File: config.mk
export PLATFORM = sky130hd
export DESIGN_NAME = instr_fetch
export DESIGN_NICKNAME = d
export VERILOG_FILES = /design/src/rtl/instr_fetch.sv
export SDC_FILE = /design/constraint.sdc
export NUM_CORES = 1
export LEC_CHECK = 0
export BUFFER_PORTS_ARGS = -buffer_cell sky130_fd_sc_hd__clkbuf_2
export CORE_UTILIZATION = 30
export CTS_CLUSTER_SIZE = 20
export DETAILED_ROUTE_END_ITERATION = 16
export HOLD_SLACK_MARGIN = 0.1
export SLEW_MARGIN = 40
export SYNTH_ARGS = -nofsm -noshare
export SYNTH_HDL_FRONTEND = slang
export SYNTH_SLANG_ARGS = --single-unit
File: constraint.sdc
create_clock -name clk_in -period 1.3 [get_ports clk_in]
set_input_delay 0.13 -clock clk_in [delete_from_list [all_inputs] [get_ports clk_in]]
set_output_delay 0.13 -clock clk_in [all_outputs]
set_load 0.05 [all_outputs]
File: src/rtl/instr_fetch.sv
// rtl/instr_fetch.sv - single-outstanding instruction fetch unit with flush support
module instr_fetch #(
  parameter logic [31:0] BOOT_ADDRESS = 32'h0
) (
  input  logic        clk_in,
  input  logic        rst_in,
  input  logic [31:0] pc_in,
  input  logic        pc_valid_in,
  output logic        pc_ready_out,
  input  logic        flush_in,
  output logic        imem_req_out,
  output logic [31:0] imem_addr_out,
  input  logic        imem_gnt_in,
  input  logic        imem_rvalid_in,
  input  logic [31:0] imem_rdata_in,
  output logic        instr_valid_out,
  output logic [31:0] instr_out,
  output logic [31:0] instr_pc_out,
  output logic        instr_misaligned_out,
  input  logic        instr_ready_in
);

  // IDLE: nothing in flight; REQ: request asserted awaiting grant;
  // WAIT: granted, awaiting read data; HOLD: instruction presented downstream;
  // DISCARD: flushed while a granted read is still in flight, swallow its data.
  typedef enum logic [2:0] {
    ST_IDLE    = 3'd0,
    ST_REQ     = 3'd1,
    ST_WAIT    = 3'd2,
    ST_HOLD    = 3'd3,
    ST_DISCARD = 3'd4
  } state_t;

  state_t      state_q, state_d;
  logic [31:0] addr_q, addr_d;
  logic [31:0] instr_q, instr_d;
  logic        misaligned_q, misaligned_d;

  logic        pc_ready;
  logic        accept;
  logic        pc_misaligned;

  // Acceptance is possible when idle, or when the held instruction leaves this cycle.
  always_comb begin
    pc_ready      = ((state_q == ST_IDLE) || ((state_q == ST_HOLD) && instr_ready_in)) && !flush_in;
    accept        = pc_ready && pc_valid_in;
    pc_misaligned = (pc_in[1:0] != 2'b00);
  end

  // Next-state and datapath update; a misaligned PC bypasses memory and is held directly.
  always_comb begin
    state_d      = state_q;
    addr_d       = addr_q;
    instr_d      = instr_q;
    misaligned_d = misaligned_q;

    if (accept) begin
      addr_d       = pc_in;
      misaligned_d = pc_misaligned;
      if (pc_misaligned) begin
        instr_d = 32'h0;
        state_d = ST_HOLD;
      end else begin
        state_d = ST_REQ;
      end
    end else begin
      case (state_q)
        ST_IDLE: begin
          state_d = ST_IDLE;
        end
        ST_REQ: begin
          if (flush_in) begin
            // A grant in the flush cycle means a response is still owed.
            state_d = imem_gnt_in ? ST_DISCARD : ST_IDLE;
          end else if (imem_gnt_in) begin
            state_d = ST_WAIT;
          end
        end
        ST_WAIT: begin
          if (flush_in) begin
            state_d = imem_rvalid_in ? ST_IDLE : ST_DISCARD;
          end else if (imem_rvalid_in) begin
            instr_d      = imem_rdata_in;
            misaligned_d = 1'b0;
            state_d      = ST_HOLD;
          end
        end
        ST_HOLD: begin
          if (flush_in || instr_ready_in) begin
            state_d = ST_IDLE;
          end
        end
        ST_DISCARD: begin
          if (imem_rvalid_in) begin
            state_d = ST_IDLE;
          end
        end
        default: begin
          state_d = ST_IDLE;
        end
      endcase
    end
  end

  // State and datapath registers; reset overrides everything and never enters DISCARD.
  always_ff @(posedge clk_in) begin
    if (rst_in) begin
      state_q      <= ST_IDLE;
      addr_q       <= BOOT_ADDRESS;
      instr_q      <= 32'h0;
      misaligned_q <= 1'b0;
    end else begin
      state_q      <= state_d;
      addr_q       <= addr_d;
      instr_q      <= instr_d;
      misaligned_q <= misaligned_d;
    end
  end

  // Outputs are pure decodes of state plus the held registers.
  always_comb begin
    pc_ready_out         = pc_ready;
    imem_req_out         = (state_q == ST_REQ);
    imem_addr_out        = addr_q;
    instr_valid_out      = (state_q == ST_HOLD);
    instr_out            = instr_q;
    instr_pc_out         = addr_q;
    instr_misaligned_out = misaligned_q;
  end

endmodule

# == After elaboration in Yosys (flattened, before gate mapping) ==
# Cells that the tools add are included.
# word_totals
register_bits,68
elab_cells,47
out_inout_bits,100
# classes
n_reduce_logical,13
muxes,20
eq_ne,10
# ops
op,count
32-bit 2-to-1 mux,5
3-bit 2-to-1 mux,9
3-bit one-hot mux with 4 select lines,1
4-bit AND reduction,2
3-bit by 2-bit equality test with 1-bit output (second input constant),2
2-bit nonzero test,3
1-bit 2-to-1 mux,4
2-bit by 1-bit != test with 1-bit output (second input constant),2
4-bit by 2-bit != test with 1-bit output (second input constant),1
4-bit != test (second input constant),1
3-bit by 1-bit equality test with 1-bit output (second input constant),1
3-bit equality test (second input constant),1
1-bit logical AND,3
3-bit zero test,1
3-bit by 1-bit != test with 1-bit output (second input constant),1
3-bit != test (second input constant),1
3-bit AND reduction,1
1-bit logical OR,2
2-bit 2-to-1 mux,1
1-bit zero test,1

# == Longest topological paths before layout ==
# Gate-level depths: netlist (run 1).
# depth
ltp_word,7
mapped_depth,6

# == Worst setup path before layout (run 1) ==
# Ideal clock, no wire load.
# synth_timing
kind,register to register
from,register state_q[1]
to,register state_q[1]
arrival_ps,1243
required_time_ps,1184
setup_time_ps,116
stages_incl_launch_ff,5
setup_slack_ps,-59
cell_sequence,dfxtp_1 > buf_6 > mux2_2 > or3_1 > o211a_1
# synth_between
elab_chain_cells,7
elab_cells_between_ends,16
# synth_lines
item,line,text
from (decl),34,"state_t state_q, state_d;"
from (signal assigned),113,state_q <= state_d;
3-bit by 2-bit equality test with 1-bit output,"45, 67",
1-bit logical AND,45,pc_ready = ((state_q == ST_IDLE) || ((state_q == ST_HOLD) && instr_ready_in)) && !flush_in;
1-bit logical OR,45,
1-bit logical AND,45,
1-bit logical AND,46,accept = pc_ready && pc_valid_in;
4-bit != test (no line) (tied with other cells),n/a,
4-bit AND reduction (no line),n/a,
# Several ways; a longest one is shown, not always the timed one.
# A chain may end at the register's enable or synchronous reset.

# == Worst setup path in the final report (run 1) ==
# layout_timing
from,register state_q[0]
to,output pc_ready_out
# layout_between
elab_chain_cells,4
elab_cells_between_ends,5
# layout_lines
item,line,text
3-bit by 2-bit equality test with 1-bit output,45,
1-bit logical AND,45,
1-bit logical OR *,45,
1-bit logical AND *,45,
to (decl),9,"output logic pc_ready_out,"
# Every way passes the cells marked *; elsewhere a longest branch is shown, timed or not.

==> flow_metrics.env, run 1 <==
export IMPL_clkPwrFrac=0.381
export IMPL_switching_share=0.322
export IMPL_max_freq_mhz=682
export IMPL_drt_initial_drc_count=158
export IMPL_drt_pass1_iter_count=4
export IMPL_dp_hpwl_um=6450
export IMPL_drv_slew=0
export IMPL_final_cells=747
export IMPL_syn_area_um2=3460
export IMPL_power_internal_w=0.00415
export IMPL_drive_gt1_frac=0.430
export IMPL_cts_tree="yes"
export IMPL_wl_per_cell_um=15.7
export IMPL_clock_sinks=68
export IMPL_antenna_found_initial=0
export IMPL_die_w_um=109
export IMPL_route_detailed_drc=0
export IMPL_fin_crit_sh=1.13
export IMPL_cpPeakStageDelay_ns=0.36
export IMPL_crit_type="register to primary output"
export IMPL_power_frac_comb=0.252
export IMPL_powerDensity_nw_per_um2=1050
export IMPL_postSynthAreaPerCell_um2=8.86
export IMPL_slowest_stage="dfxtp_4"
export IMPL_netSwitchingPower_w=0.00197
export IMPL_vias=3683
export IMPL_worst_pin_slew_ns=0.341
export IMPL_worstSkewPairLatency_ns=0.33
export IMPL_nNetsFinal=673
export IMPL_synth_cells=391
export IMPL_ys_seq_elements=68
export IMPL_crit_fanout=3
export IMPL_core_area_um2=11000
export IMPL_viasPerCell=4.93
export IMPL_h_tree_depth=3
export IMPL_placed_cells=652
export IMPL_port_buffers=170
export IMPL_clock_path_buffers=2
export IMPL_die_area_um2=12000
export IMPL_synth_largest_area_cell="dfxtp_1"
export IMPL_pre_cts_slack_ns=-0.103
export IMPL_synth_top_cell_area_share=0.393
export IMPL_fin_ws_ns=-0.166
export IMPL_placedInstanceArea_um2=4220
export IMPL_final_antenna_net_count=0
export IMPL_fin_setup_tns_ns=-3.47
export IMPL_ys_top_cells_by_area="dfxtp_1, mux2i_1, and3b_1"
export IMPL_setup_viol=67
export IMPL_ios=171
export IMPL_grtUsageTotal=0.185
export IMPL_n_antenna_cell=0
export IMPL_grt_pass1_wl_um=16900
export IMPL_rsz0062_at_grt="yes"
export IMPL_critical_path_endpoint_type="primary output"
export IMPL_pwr_share_seq=0.367
export IMPL_initial_core_util=0.314
export IMPL_outcome="finished with violations"
export IMPL_synthDistinctLibCells=34
export IMPL_syn_nets=462
export IMPL_cts_buffers=9
export IMPL_finalHoldViolCount=0
export IMPL_slew_headroom=0.773
export IMPL_rows=38
export IMPL_die_h_um=109
export IMPL_grt_max_degree=71
export IMPL_skew_ns=0.00359
export IMPL_violations="setup timing"
export IMPL_clockRootBuffer="clkbuf_16"
export IMPL_grt_pass1_vias=3473
export IMPL_maxCapViolCount=0
export IMPL_routabilityCongestion=0.742
export IMPL_path_cells="and3_4 -> buf_6 -> o21a_1 -> buf_8"
export IMPL_fin_crit_ns=1.47
export IMPL_design_area_um2=5800
export IMPL_cellLeakagePower_nw=2.66
export IMPL_area_growth_pct=67.4
export IMPL_synth_warnings=0
export IMPL_clk_pin_slew_ns=0.06
export IMPL_wirelength_um=11700
export IMPL_worstSetupStartpointType="register"
export IMPL_cp_arrival_ns=1.34
export IMPL_crit_family="flip-flops"
export IMPL_hp_class="input port to register"
export IMPL_peakVddDrop_v=0.000882
export IMPL_ys_seq_area_frac=0.393
export IMPL_overflow=0
export IMPL_worst_path_buf_inv=2
export IMPL_required_ns=1.17
==> synth_stat cells <==
cell type / instances
a21oi_1: 1
a31oi_1: 33
a32o_1: 1
and3_4: 1
and3b_1: 32
and3b_2: 2
buf_12: 3
buf_2: 7
buf_4: 33
buf_6: 2
clkbuf_1: 13
clkbuf_2: 3
clkbuf_8: 6
dfxtp_1: 68
dlymetal6s2s_1: 1
inv_1: 1
inv_2: 1
mux2_2: 1
mux2i_1: 32
nand2_1: 65
nand2b_1: 1
nand3_1: 33
nand4bb_1: 1
nor2_1: 5
nor2b_1: 2
nor3_2: 1
nor3b_1: 1
o211a_1: 3
o211ai_1: 1
o21a_1: 2
o21ai_0: 26
o21ai_1: 7
o21bai_1: 1
or3_1: 1
==> worst reg2reg max path: stages (launching register included) <==
cell	delay [ns]
dfxtp_4	0.37
buf_6	0.12
and3b_2	0.25
bufbuf_16	0.30
a31oi_1	0.18
o21ai_0	0.10
==> state kept, by name, indices dropped and copies added, names as in the netlist <==
signal	flops
imem_addr_out	32
instr_misaligned_out	1
instr_out	32
state_q	3
==> cells in the final DEF, fill, tap and decap left out, types with 4 or more instances in the layout <==
master	n
o21ai_2	4
nand3_1	33
clkbuf_2	167
mux2i_1	32
buf_6	8
dfxtp_1	65
nor2_4	4
clkbuf_16	11
nand2_1	65
buf_12	9
buf_4	11
dlygate4sd3_1	64
a31oi_4	17
and3b_1	32
a31oi_1	14
o21ai_0	4
o21ai_1	25
==> power groups by stage <==
stage / logic, W / registers, W / clock network, W
2_1_floorplan: 0.000643 / 0.00256 / 0
3_3_place_gp: 0.00118 / 0.00228 / 0
3_5_place_dp: 0.00119 / 0.00228 / 0
4_1_cts: 0.00144 / 0.00224 / 0.00240
5_1_grt: 0.00163 / 0.00226 / 0.00249
6_report: 0.00154 / 0.00224 / 0.00233
==> layer usage <==
layer | routed length (µm) | up-vias | track usage | part of all wire
li1 | - | 1769 | - | -
met1 | 4820 | 1728 | 0.197 | 0.41
met2 | 5970 | 171 | 0.344 | 0.51
met3 | 763 | 15 | 0.0456 | 0.065
met4 | 185 | 0 | 0.0752 | 0.016
met5 | 0 | - | 0 | 0
==> worst paths after layout <==
kind	to	slack (ns)	startpoint	cells after the start
min reg2reg	imem_addr_out[31]	0.47	imem_addr_out[31]	2
max	pc_ready_out	-0.17	state_q[0]	4
max reg2reg	instr_out[31]	-0.15	state_q[0]	5
min	state_q[2]	0.13	imem_rvalid_in	4
==> area by class of cell <==
class                           instances  area [µm²]
Inverter                                2        7.51
Clock buffer                           11         253
Clock inverter                          5        36.3
Fill cell                             974        5230
Multi-Input combinational cell        253        1910
Sequential cell                        68        1370
Timing Repair Buffer                  268        2040
Tap cell                              140         175
==> metrics by stage <==
| step | hold slack (ns) | utilization | power [W] |
|---|---|---|---|
| final | 0.129 | 0.526 | 0.00612 |
| after global routing | 0.145 | 0.526 | 0.00637 |
| after CTS | 0.116 | 0.489 | 0.00608 |
| after detailed placement | 0.353 | 0.382 | 0.00348 |
| after global placement | 0.345 | 0.382 | 0.00346 |
| after floorplan | 0.259 | - | 0.00320 |
==> cells by family after synthesis <==
family	share of synthesized area
AOI/OAI and AO/OA	0.129
buffers and inverters	0.153
DFF	0.393
muxes	0.0957
and+or+nand+nor	0.229
==> timing repair <==
action / CTS / global route
endpoints found under the hold margin: 64 / 0
hold buffers: 64 / 0
resized for setup: 25 / 61
pin swaps: 6 / 24
setup endpoints to repair: 48 / 66
setup buffers: 6 / 3
cloned: 4 / 3
(Power assumes the default switching activity.)
==> inputs of run 2 (changes only) <==
Settings changed: CTS_BUF_LIST from default to sky130_fd_sc_hd__clkbuf_4 sky130_fd_sc_hd__clkbuf_8, SLEW_MARGIN 40 to 20.
==> flow_metrics.env, run 2 (same netlist as run 1, synthesis figures left out) <==
export IMPL_drt_initial_drc_count=209
export IMPL_min_from="flush_in"
export IMPL_h_tree_depth=3
export IMPL_antenna_found_initial=0
export IMPL_die_w_um=109
export IMPL_slew_headroom=0.786
export IMPL_wl_per_cell_um=15.1
export IMPL_vias=3637
export IMPL_layout_common_cells="clkbuf_2, nand2_1, dlygate4sd3_1, dfxtp_1, nand3_1"
export IMPL_hp_class="input port to register"
export IMPL_port_buffers=170
export IMPL_crit_fanout=3
export IMPL_placedInstanceArea_um2=4220
export IMPL_clockRootBuffer="clkbuf_8"
export IMPL_dp_hpwl_um=6450
export IMPL_fin_crit_ns=1.47
export IMPL_final_common_cell="clkbuf_2"
export IMPL_clock_path_buffers=2
export IMPL_r2r_start="state_q[1]"
export IMPL_clock_sinks=68
export IMPL_final_antenna_net_count=0
export IMPL_n_antenna_cell=0
export IMPL_reg2reg_to="instr_out[15]"
export IMPL_skew_ns=0.00390
export IMPL_die_h_um=109
export IMPL_grtUsageTotal=0.181
export IMPL_peakVddDrop_v=0.000587
export IMPL_nNetsFinal=671
export IMPL_fin_ws_ns=-0.174
export IMPL_grt_pass1_vias=3383
export IMPL_cp_arrival_ns=1.34
export IMPL_ios=171
export IMPL_worst_pin_slew_ns=0.321
export IMPL_grt_pass1_wl_um=16600
export IMPL_rsz0062_at_grt="yes"
export IMPL_drv_slew=0
export IMPL_hold_depth=4
export IMPL_rr_worst_depth=5
export IMPL_worstSkewPairLatency_ns=0.34
export IMPL_design_area_um2=5440
export IMPL_grt_max_degree=71
export IMPL_max_freq_mhz=678
export IMPL_violations="setup timing"
export IMPL_finalHoldViolCount=0
export IMPL_r2r_slack_ns=-0.16
export IMPL_setup_viol=70
export IMPL_cts_tree="yes"
export IMPL_drt_pass1_iter_count=4
export IMPL_core_area_um2=11000
export IMPL_overflow=0
export IMPL_die_area_um2=12000
export IMPL_worstSetupStartpointType="register"
export IMPL_drive_gt1_frac=0.400
export IMPL_initial_core_util=0.314
export IMPL_routabilityCongestion=0.742
export IMPL_crit_start="state_q[0]"
export IMPL_crit_type="register to primary output"
export IMPL_wirelength_um=11200
export IMPL_outcome="finished with violations"
export IMPL_rows=38
export IMPL_critical_path_endpoint_type="primary output"
export IMPL_cellLeakagePower_nw=2.56
export IMPL_area_growth_pct=57.0
export IMPL_clk_pin_slew_ns=0.07
export IMPL_powerDensity_nw_per_um2=984
export IMPL_pre_cts_slack_ns=-0.103
export IMPL_fin_crit_sh=1.13
export IMPL_maxCapViolCount=0
export IMPL_hold_path_endpoint="state_q[0]"
export IMPL_required_ns=1.17
export IMPL_viasPerCell=4.88
export IMPL_cts_buffers=9
export IMPL_route_detailed_drc=0
[run 2: worst max-delay path by stage]
stage / end / cells after the start
2_1_floorplan: state_q[1] / 4
3_3_place_gp: state_q[1] / 3
3_5_place_dp: imem_addr_out[14] / 4
4_1_cts: pc_ready_out / 4
5_1_grt: pc_ready_out / 4
6_report: pc_ready_out / 4
[run 2: per-layer routing]
metal	vias to the layer above	part of all wire	track usage
met5	-	0	0
met4	0	0.016	0.0848
met3	13	0.054	0.0456
met2	148	0.52	0.332
met1	1717	0.41	0.193
li1	1759	-	-
[run 2: what timing repair did]
item                                    4_1_cts  5_1_grt
hold buffers                                 65        0
setup buffers                                 6        1
endpoints found under the setup margin       54       70
pin swaps                                     7        3
endpoints found under the hold margin        65        0
gates cloned                                  3        3
resized for setup                            24       22
[run 2: layout make-up]
cell class	count	area [µm²]
Clock buffer	11	151
Clock inverter	5	36.3
Fill cell	1019	5590
Inverter	2	7.51
Multi-Input combinational cell	253	1690
Sequential cell	68	1370
Tap cell	140	175
Timing Repair Buffer	266	2010
[run 2: worst max-delay path, stage by stage, from the launching register on]
cell and delay, ns:
dfxtp_4 0.36, and3_4 0.17, buf_6 0.11, o21a_1 0.20, buf_8 0.16
[run 2: per-stage QoR]
step                      hold slack, ns   util  std cells  setup TNS, ns  total power, W
after CTS                          0.117  0.477        741          -6.51         0.00538
after detailed placement           0.353  0.382        652          -2.51         0.00348
after floorplan                    0.259      -        391        -0.0588         0.00320
after global placement             0.345  0.382        652         -0.404         0.00346
final                              0.152  0.493        745          -5.89         0.00535
after global routing               0.163  0.493        745          -9.52         0.00563
[run 2: report_power, final]
part	internal, W	leakage, nW	switching [W]
Sequential	0.00217	0.554	0.0000691
Combinational	0.000564	1.92	0.000918
Clock	0.000795	0.0876	0.000839
